`config.mk`:
```
export PLATFORM = sky130hd
export DESIGN_NAME = fir_decim_buffer
export DESIGN_NICKNAME = d
export VERILOG_FILES = /design/src/rtl/fir_decim_buffer.sv
export SDC_FILE = /design/constraint.sdc
export NUM_CORES = 1
export LEC_CHECK = 0
export ABC_AREA = 0
export ABC_CLOCK_PERIOD_IN_PS = 2800
export CAP_MARGIN = 5
export CORE_ASPECT_RATIO = 0.6
export CORE_MARGIN = 10
export CORE_UTILIZATION = 50
export DETAILED_ROUTE_END_ITERATION = 10
export DONT_BUFFER_PORTS = 1
export GPL_TIMING_DRIVEN = 0
export HOLD_SLACK_MARGIN = 0.03
export PLACE_DENSITY_LB_ADDON = 0.15
export SYNTH_ARGS = -nofsm -noshare
export SYNTH_HDL_FRONTEND = slang
export SYNTH_SLANG_ARGS = --single-unit
```
`constraint.sdc`:
```
create_clock -name clk -period 2.8 [get_ports clk]
set_clock_uncertainty 0.05 [all_clocks]
set_input_delay 0.56 -clock clk [delete_from_list [all_inputs] [get_ports clk]]
set_output_delay 0.56 -clock clk [all_outputs]
set_load 0.02 [all_outputs]
```
`src/rtl/fir_decim_buffer.sv`:
```
// Block-averaging decimator for the dvs_FIR output stream, feeding a small FWFT FIFO.
// Decimation factor follows low_power_mode; a mode change discards the current partial window.
module fir_decim_buffer #(
  parameter int DATA_W        = 16,
  parameter int LOG2_DECIM    = 2,
  parameter int LOG2_DECIM_LP = 3,
  parameter int FIFO_DEPTH    = 4
) (
  input  logic                              clk,
  input  logic                              reset,
  input  logic signed [DATA_W-1:0]          filtered_data,
  input  logic                              sample_en,
  input  logic                              low_power_mode,
  output logic signed [DATA_W-1:0]          out_data,
  output logic                              out_valid,
  input  logic                              out_ready,
  output logic [$clog2(FIFO_DEPTH):0]       fifo_level,
  output logic                              overflow,
  input  logic                              clear_ovf
);

  localparam int ACC_W = DATA_W + LOG2_DECIM_LP;
  localparam int CNT_W = (LOG2_DECIM_LP < 1) ? 1 : LOG2_DECIM_LP;
  localparam int PTR_W = $clog2(FIFO_DEPTH);
  localparam int LVL_W = PTR_W + 1;
  localparam logic [CNT_W-1:0] LAST_N  = CNT_W'((1 << LOG2_DECIM) - 1);
  localparam logic [CNT_W-1:0] LAST_LP = CNT_W'((1 << LOG2_DECIM_LP) - 1);

  logic signed [ACC_W-1:0]  acc;
  logic signed [ACC_W-1:0]  sample_ext;
  logic signed [ACC_W-1:0]  sum;
  logic signed [DATA_W-1:0] avg;
  logic [CNT_W-1:0]         cnt;
  logic                     mode_q;
  logic                     mode_change;
  logic                     win_close;
  logic                     push;
  logic                     pop;
  logic                     full;
  logic                     accept;
  logic                     drop;
  logic [PTR_W-1:0]         wr_ptr;
  logic [PTR_W-1:0]         rd_ptr;
  logic [LVL_W-1:0]         level;
  logic signed [DATA_W-1:0] mem [FIFO_DEPTH];

  assign sample_ext  = {{LOG2_DECIM_LP{filtered_data[DATA_W-1]}}, filtered_data};
  assign sum         = acc + sample_ext;
  assign mode_change = (low_power_mode != mode_q);
  assign win_close   = (cnt == (mode_q ? LAST_LP : LAST_N));
  // Arithmetic shift floors toward -inf; the mean of DATA_W samples always fits DATA_W.
  assign avg         = DATA_W'(mode_q ? (sum >>> LOG2_DECIM_LP) : (sum >>> LOG2_DECIM));

  assign push   = sample_en && !mode_change && win_close;
  assign pop    = out_valid && out_ready;
  assign full   = (level == LVL_W'(FIFO_DEPTH));
  assign accept = push && (!full || pop);
  assign drop   = push && full && !pop;

  assign out_valid  = (level != '0);
  assign out_data   = out_valid ? mem[rd_ptr] : '0;
  assign fifo_level = level;

  always_ff @(posedge clk or posedge reset) begin
    if (reset) begin
      acc      <= '0;
      cnt      <= '0;
      mode_q   <= 1'b0;
      wr_ptr   <= '0;
      rd_ptr   <= '0;
      level    <= '0;
      overflow <= 1'b0;
    end else begin
      if (mode_change) begin
        mode_q <= low_power_mode;
        acc    <= '0;
        cnt    <= '0;
      end else if (sample_en) begin
        if (win_close) begin
          acc <= '0;
          cnt <= '0;
        end else begin
          acc <= sum;
          cnt <= cnt + CNT_W'(1);
        end
      end

      if (accept) wr_ptr <= wr_ptr + PTR_W'(1);
      if (pop)    rd_ptr <= rd_ptr + PTR_W'(1);

      if (accept && !pop)      level <= level + LVL_W'(1);
      else if (pop && !accept) level <= level - LVL_W'(1);

      // A drop in the same cycle as clear_ovf keeps the flag set.
      if (drop)           overflow <= 1'b1;
      else if (clear_ovf) overflow <= 1'b0;
    end
  end

  always_ff @(posedge clk) begin
    if (accept) mem[wr_ptr] <= avg;
  end

endmodule

```
==> report_table.html <==
<table>
<tr><th>Metric</th><th>Value</th></tr>
<tr><th colspan="2">Synthesis</th></tr>
<tr><td>Sequential-to-total area share from yosys stat</td><td>0.535</td></tr>
<tr><td>Number of warnings reported in the yosys synthesis log</td><td>0</td></tr>
<tr><td>Number of distinct library cells after synthesis</td><td>54</td></tr>
<tr><td>Net count of the mapped netlist</td><td>about 440</td></tr>
<tr><td>Library cell with the largest summed area after synthesis</td><td>sky130_fd_sc_hd__edfxtp_1</td></tr>
<tr><td>Top cells by instance count after synthesis</td><td>sky130_fd_sc_hd__edfxtp_1, sky130_fd_sc_hd__dfrtp_1, sky130_fd_sc_hd__nand2_1</td></tr>
<tr><td>Number of enable-type register cells in the synthesized netlist</td><td>64</td></tr>
<tr><td>Leading register cell type out of synthesis</td><td>sky130_fd_sc_hd__edfxtp_1</td></tr>
<tr><td>Synth top area cells</td><td>sky130_fd_sc_hd__edfxtp_1, sky130_fd_sc_hd__dfrtp_1, sky130_fd_sc_hd__mux4_2</td></tr>
<tr><td>Synth Register Bits</td><td>between 90 and 100</td></tr>
<tr><td>Mean cell area of the mapped netlist</td><td>between 10 and 15 µm²</td></tr>
<tr><td>Area of the mapped netlist</td><td>about 0.0050 mm²</td></tr>
<tr><td>Synthesized instance count</td><td>between 300 and 400</td></tr>
<tr><td>Top cell type's share of synthesized area</td><td>0.381</td></tr>
<tr><td>Most repeated cell in the gate-level netlist after synthesis</td><td>sky130_fd_sc_hd__edfxtp_1</td></tr>
<tr><td>Share of flip-flops with an asynchronous set or reset</td><td>0.326</td></tr>
<tr><th colspan="2">Power and ir drop</th></tr>
<tr><td>VDD IR-drop max</td><td>0.000551 V</td></tr>
<tr><td>Switching part of the total</td><td>0.354</td></tr>
<tr><td>Net Switching</td><td>around 1.6 mW</td></tr>
<tr><td>Leakage power</td><td>~2.1 nW</td></tr>
<tr><td>Clock network power share</td><td>0.237</td></tr>
<tr><td>Ratio of total power to cell area</td><td>between 800 and 900 mW/mm²</td></tr>
<tr><td>Part of the power in combinational logic</td><td>0.371</td></tr>
<tr><td>Sequential Power Share</td><td>0.392</td></tr>
<tr><td>Total internal power</td><td>~2.9 mW</td></tr>
<tr><th colspan="2">Timing</th></tr>
<tr><td>Min Clock Period, post-route</td><td>around 2.7 ns</td></tr>
<tr><td>Share of the cycle needed by the critical path after routing</td><td>0.975</td></tr>
<tr><td>Max Freq</td><td>0.366 GHz</td></tr>
<tr><td>Final setup violation count</td><td>0</td></tr>
<tr><td>Worst Max-Slew Pin Slew</td><td>approximately 0.90 ns</td></tr>
<tr><td>Final hold violation count</td><td>0</td></tr>
<tr><td>Minimum setup slack in the final design</td><td>0.0694 ns</td></tr>
<tr><td>Worst max-slew margin expressed relative to the limit</td><td>0.400</td></tr>
<tr><td>Pins over their slew limit</td><td>0</td></tr>
<tr><td>Setup repair after global routing missed its margin</td><td>yes</td></tr>
<tr><th colspan="2">Setup path</th></tr>
<tr><td>Cell depth of the worst flop-to-flop path</td><td>10</td></tr>
<tr><td>Endpoint type of the worst setup path</td><td>flip-flop</td></tr>
<tr><td>CP arrival</td><td>~2.8 ns</td></tr>
<tr><td>Endpoint required time on the critical path</td><td>2.82 ns</td></tr>
<tr><td>CP Launch Type</td><td>flip-flop</td></tr>
<tr><td>Critical path class</td><td>flip-flop to flip-flop</td></tr>
<tr><td>Critical Path Fanout Max</td><td>4</td></tr>
<tr><th colspan="2">Clocking</th></tr>
<tr><td>CTS tree</td><td>done</td></tr>
<tr><td>Buffers from clock root to sink, at most</td><td>2</td></tr>
<tr><td>H-tree levels</td><td>3</td></tr>
<tr><td>CTS Buf Count</td><td>9</td></tr>
<tr><td>Worst-skew pair later-pin latency</td><td>between 0.3 and 0.4 ns</td></tr>
<tr><td>CTS root buffer</td><td>sky130_fd_sc_hd__clkbuf_16</td></tr>
<tr><td>Clock slew seen by the registers of the worst setup and hold paths</td><td>~0.06 ns</td></tr>
<tr><td>Sink Count</td><td>95</td></tr>
<tr><th colspan="2">Detailed routing</th></tr>
<tr><td>Total via count after detailed routing</td><td>a little over 3,000</td></tr>
<tr><td>DRC violation total after the first TritonRoute iteration</td><td>150</td></tr>
<tr><td>Post-detailed-route count of antenna-violating nets</td><td>0</td></tr>
<tr><td>Detail-routed net length per standard cell</td><td>19.8 µm</td></tr>
<tr><td>Count of TritonRoute iterations in the first routing pass</td><td>4</td></tr>
<tr><td>Routed wire length</td><td>about 11,000 µm</td></tr>
<tr><td>DRC violations left</td><td>0</td></tr>
<tr><td>Average via count per standard cell</td><td>about 5.8</td></tr>
<tr><th colspan="2">Global route</th></tr>
<tr><td>GRT Util Overall</td><td>0.149</td></tr>
<tr><td>Number of antenna violations at the first check in global routing</td><td>0</td></tr>
<tr><td>Global route overflow</td><td>0</td></tr>
<tr><td>Vias in the first global route</td><td>about 3,000</td></tr>
<tr><td>Maximum number of pins on one net before global-route repair</td><td>32</td></tr>
<tr><td>First-pass GRT wire length</td><td>around 17,000 µm</td></tr>
<tr><th colspan="2">Place</th></tr>
<tr><td>Place WS</td><td>-0.278 ns</td></tr>
<tr><td>Routability congestion estimate</td><td>about 0.9</td></tr>
<tr><td>Placed wire-length estimate after detailed placement</td><td>7860 µm</td></tr>
<tr><td>Buffers on Ports</td><td>0</td></tr>
<tr><th colspan="2">Min path</th></tr>
<tr><td>Worst Hold Depth</td><td>1</td></tr>
<tr><td>Tightest Hold Check Type</td><td>input pin to flip-flop</td></tr>
<tr><th colspan="2">Layout</th></tr>
<tr><td>Number of fillers in the final layout</td><td>797</td></tr>
<tr><td>Post-layout utilization of the core</td><td>0.567</td></tr>
<tr><td>Register area</td><td>about 0.0027 mm²</td></tr>
<tr><td>Count of antenna diodes in the layout</td><td>0</td></tr>
<tr><td>Total area of multi-input combinational cells</td><td>0.00226 mm²</td></tr>
<tr><td>Syn-to-layout area delta</td><td>10.8%</td></tr>
<tr><td>Fraction of layout instances using a drive strength above 1</td><td>0.173</td></tr>
<tr><td>Number of nets at the end of the flow</td><td>between 400 and 500</td></tr>
<tr><th colspan="2">Floorplan</th></tr>
<tr><td>Floorplan die height</td><td>between 90 and 100 µm</td></tr>
<tr><td>Std cell rows</td><td>28</td></tr>
<tr><td>Initial core utilization</td><td>0.512</td></tr>
<tr><td>Die width</td><td>between 100 and 150 µm</td></tr>
<tr><td>Area of the die</td><td>about 0.015 mm²</td></tr>
<tr><td>Core Footprint</td><td>0.00984 mm²</td></tr>
<tr><td>Count of boundary I/O pins</td><td>43</td></tr>
<tr><th colspan="2">Status</th></tr>
<tr><td>Result of the run</td><td>complete, no violations</td></tr>
<tr><th colspan="2">Run</th></tr>
<tr><td>Max-cap violations</td><td>0</td></tr>
</table>
==> placed cells by master (no fill, tap or decap), types with 3 or more instances in the layout <==
| cell | synthesis | final |
|---|---|---|
| sky130_fd_sc_hd__a211oi_1 | 3 | 3 |
| sky130_fd_sc_hd__edfxtp_1 | 64 | 64 |
| sky130_fd_sc_hd__mux2_2 | 8 | 8 |
| sky130_fd_sc_hd__buf_2 | 6 | 5 |
| sky130_fd_sc_hd__nor2b_1 | 4 | 4 |
| sky130_fd_sc_hd__a22o_1 | 12 | 12 |
| sky130_fd_sc_hd__clkbuf_1 | 10 | 11 |
| sky130_fd_sc_hd__dfrtp_1 | 31 | 31 |
| sky130_fd_sc_hd__a21o_1 | 6 | 6 |
| sky130_fd_sc_hd__o21ai_0 | 13 | 11 |
| sky130_fd_sc_hd__o211ai_1 | 3 | 3 |
| sky130_fd_sc_hd__a21oi_1 | 12 | 10 |
| sky130_fd_sc_hd__o21a_1 | 4 | 4 |
| sky130_fd_sc_hd__o21ai_1 | 9 | 11 |
| sky130_fd_sc_hd__xor2_1 | 9 | 9 |
| sky130_fd_sc_hd__xnor2_1 | 12 | 12 |
| sky130_fd_sc_hd__inv_1 | 18 | 17 |
| sky130_fd_sc_hd__a21oi_2 | 2 | 4 |
| sky130_fd_sc_hd__or3_1 | 3 | 3 |
| sky130_fd_sc_hd__nand3_1 | 9 | 9 |
| sky130_fd_sc_hd__nand2_1 | 31 | 31 |
| sky130_fd_sc_hd__and2_1 | 20 | 20 |
| sky130_fd_sc_hd__ha_1 | 24 | 24 |
| sky130_fd_sc_hd__clkbuf_16 | 0 | 9 |
| sky130_fd_sc_hd__nor2_1 | 15 | 15 |
| sky130_fd_sc_hd__mux4_2 | 16 | 16 |
| sky130_fd_sc_hd__nor3_1 | 6 | 6 |
==> critical path: stages (launching register included) <==
cell and delay (ns):
sky130_fd_sc_hd__dfrtp_1 0.38, sky130_fd_sc_hd__ha_1 0.21, sky130_fd_sc_hd__inv_1 0.09, sky130_fd_sc_hd__fa_2 0.24, sky130_fd_sc_hd__nor2b_4 0.06, sky130_fd_sc_hd__o211ai_4 0.22
sky130_fd_sc_hd__a31oi_4 0.17, sky130_fd_sc_hd__o2111ai_4 0.32, sky130_fd_sc_hd__nand2_1 0.19, sky130_fd_sc_hd__xor2_1 0.21, sky130_fd_sc_hd__mux2_2 0.33
==> per-stage QoR <==
stage                     instances  cell area [µm²]  total power [mW]  setup TNS (ns)  hold slack [ns]
after global routing            540             5590              4.82          -0.448            0.260
after detailed placement        523             5210              3.46           -5.82            0.433
after global placement          523             5210              3.43           -5.30            0.422
after CTS                       538             5490              4.56               0            0.257
final                           540             5590              4.55               0            0.269
after floorplan                 388             5040              3.10               0            0.404
==> final timing paths <==
check | startpoint | end | slack, ns
max in group asynchronous | reset | acc[11] | 1.69
worst min register to register | acc[17] | acc[17] | 0.44
worst min-delay path | low_power_mode | mode_q | 0.27
worst max-delay path | acc[0] | mem[3][10] | 0.07
min in group asynchronous | reset | cnt[1] | 0.58
worst max register to register | acc[0] | mem[3][10] | 0.07
==> flip-flops by register name, indices dropped and copies added (netlist names) <==
name	count
rd_ptr	2
mem	64
mode_q	1
overflow	1
acc	19
fifo_level	3
cnt	3
wr_ptr	2
==> per-layer routing <==
| layer | global-route usage | routed length [µm] | vias to the layer above |
|---|---|---|---|
| met5 | 0 | 0 | - |
| met4 | 0.0293 | 112 | 0 |
| met3 | 0.0512 | 862 | 15 |
| met2 | 0.196 | 4480 | 79 |
| met1 | 0.228 | 5260 | 1544 |
| li1 | - | - | 1469 |
==> power groups by stage <==
stage	Combinational, mW	Clock (mW)	Sequential (mW)
6_report	1.69	1.08	1.78
5_1_grt	1.85	1.17	1.80
4_1_cts	1.67	1.11	1.78
3_5_place_dp	1.64	0	1.81
3_3_place_gp	1.62	0	1.81
2_1_floorplan	1.31	0	1.79
==> cells by family after synthesis <==
| group | count (synthesis) | synth area share |
|---|---|---|
| mux | 29 | 0.0995 |
| compound gates | 82 | 0.129 |
| xor+xnor | 23 | 0.0442 |
| buf+inv | 38 | 0.0313 |
| fa+ha+maj | 26 | 0.0675 |
| flops | 95 | 0.535 |
| simple gates | 95 | 0.0938 |
==> timing repair <==
action | 4_1_cts | 5_1_grt
hold endpoints to repair | 0 | 10
setup buffers | 0 | 1
pin swaps | 0 | 4
endpoints found under the setup margin | 29 | 37
hold buffers | 0 | 1
resized for setup | 6 | 11
==> cell type report <==
| type | count | share of cell area |
|---|---|---|
| flip-flops and latches | 95 | 0.483 |
| multi-input cells | 255 | 0.404 |
| clock buffers | 12 | 0.0423 |
| well taps | 135 | 0.0302 |
| plain buffers | 19 | 0.0168 |
| inverters | 18 | 0.0121 |
| repair buffers | 3 | 0.00806 |
| clock inverters | 3 | 0.00381 |
Note: power is estimated with default switching activity, not from simulation.
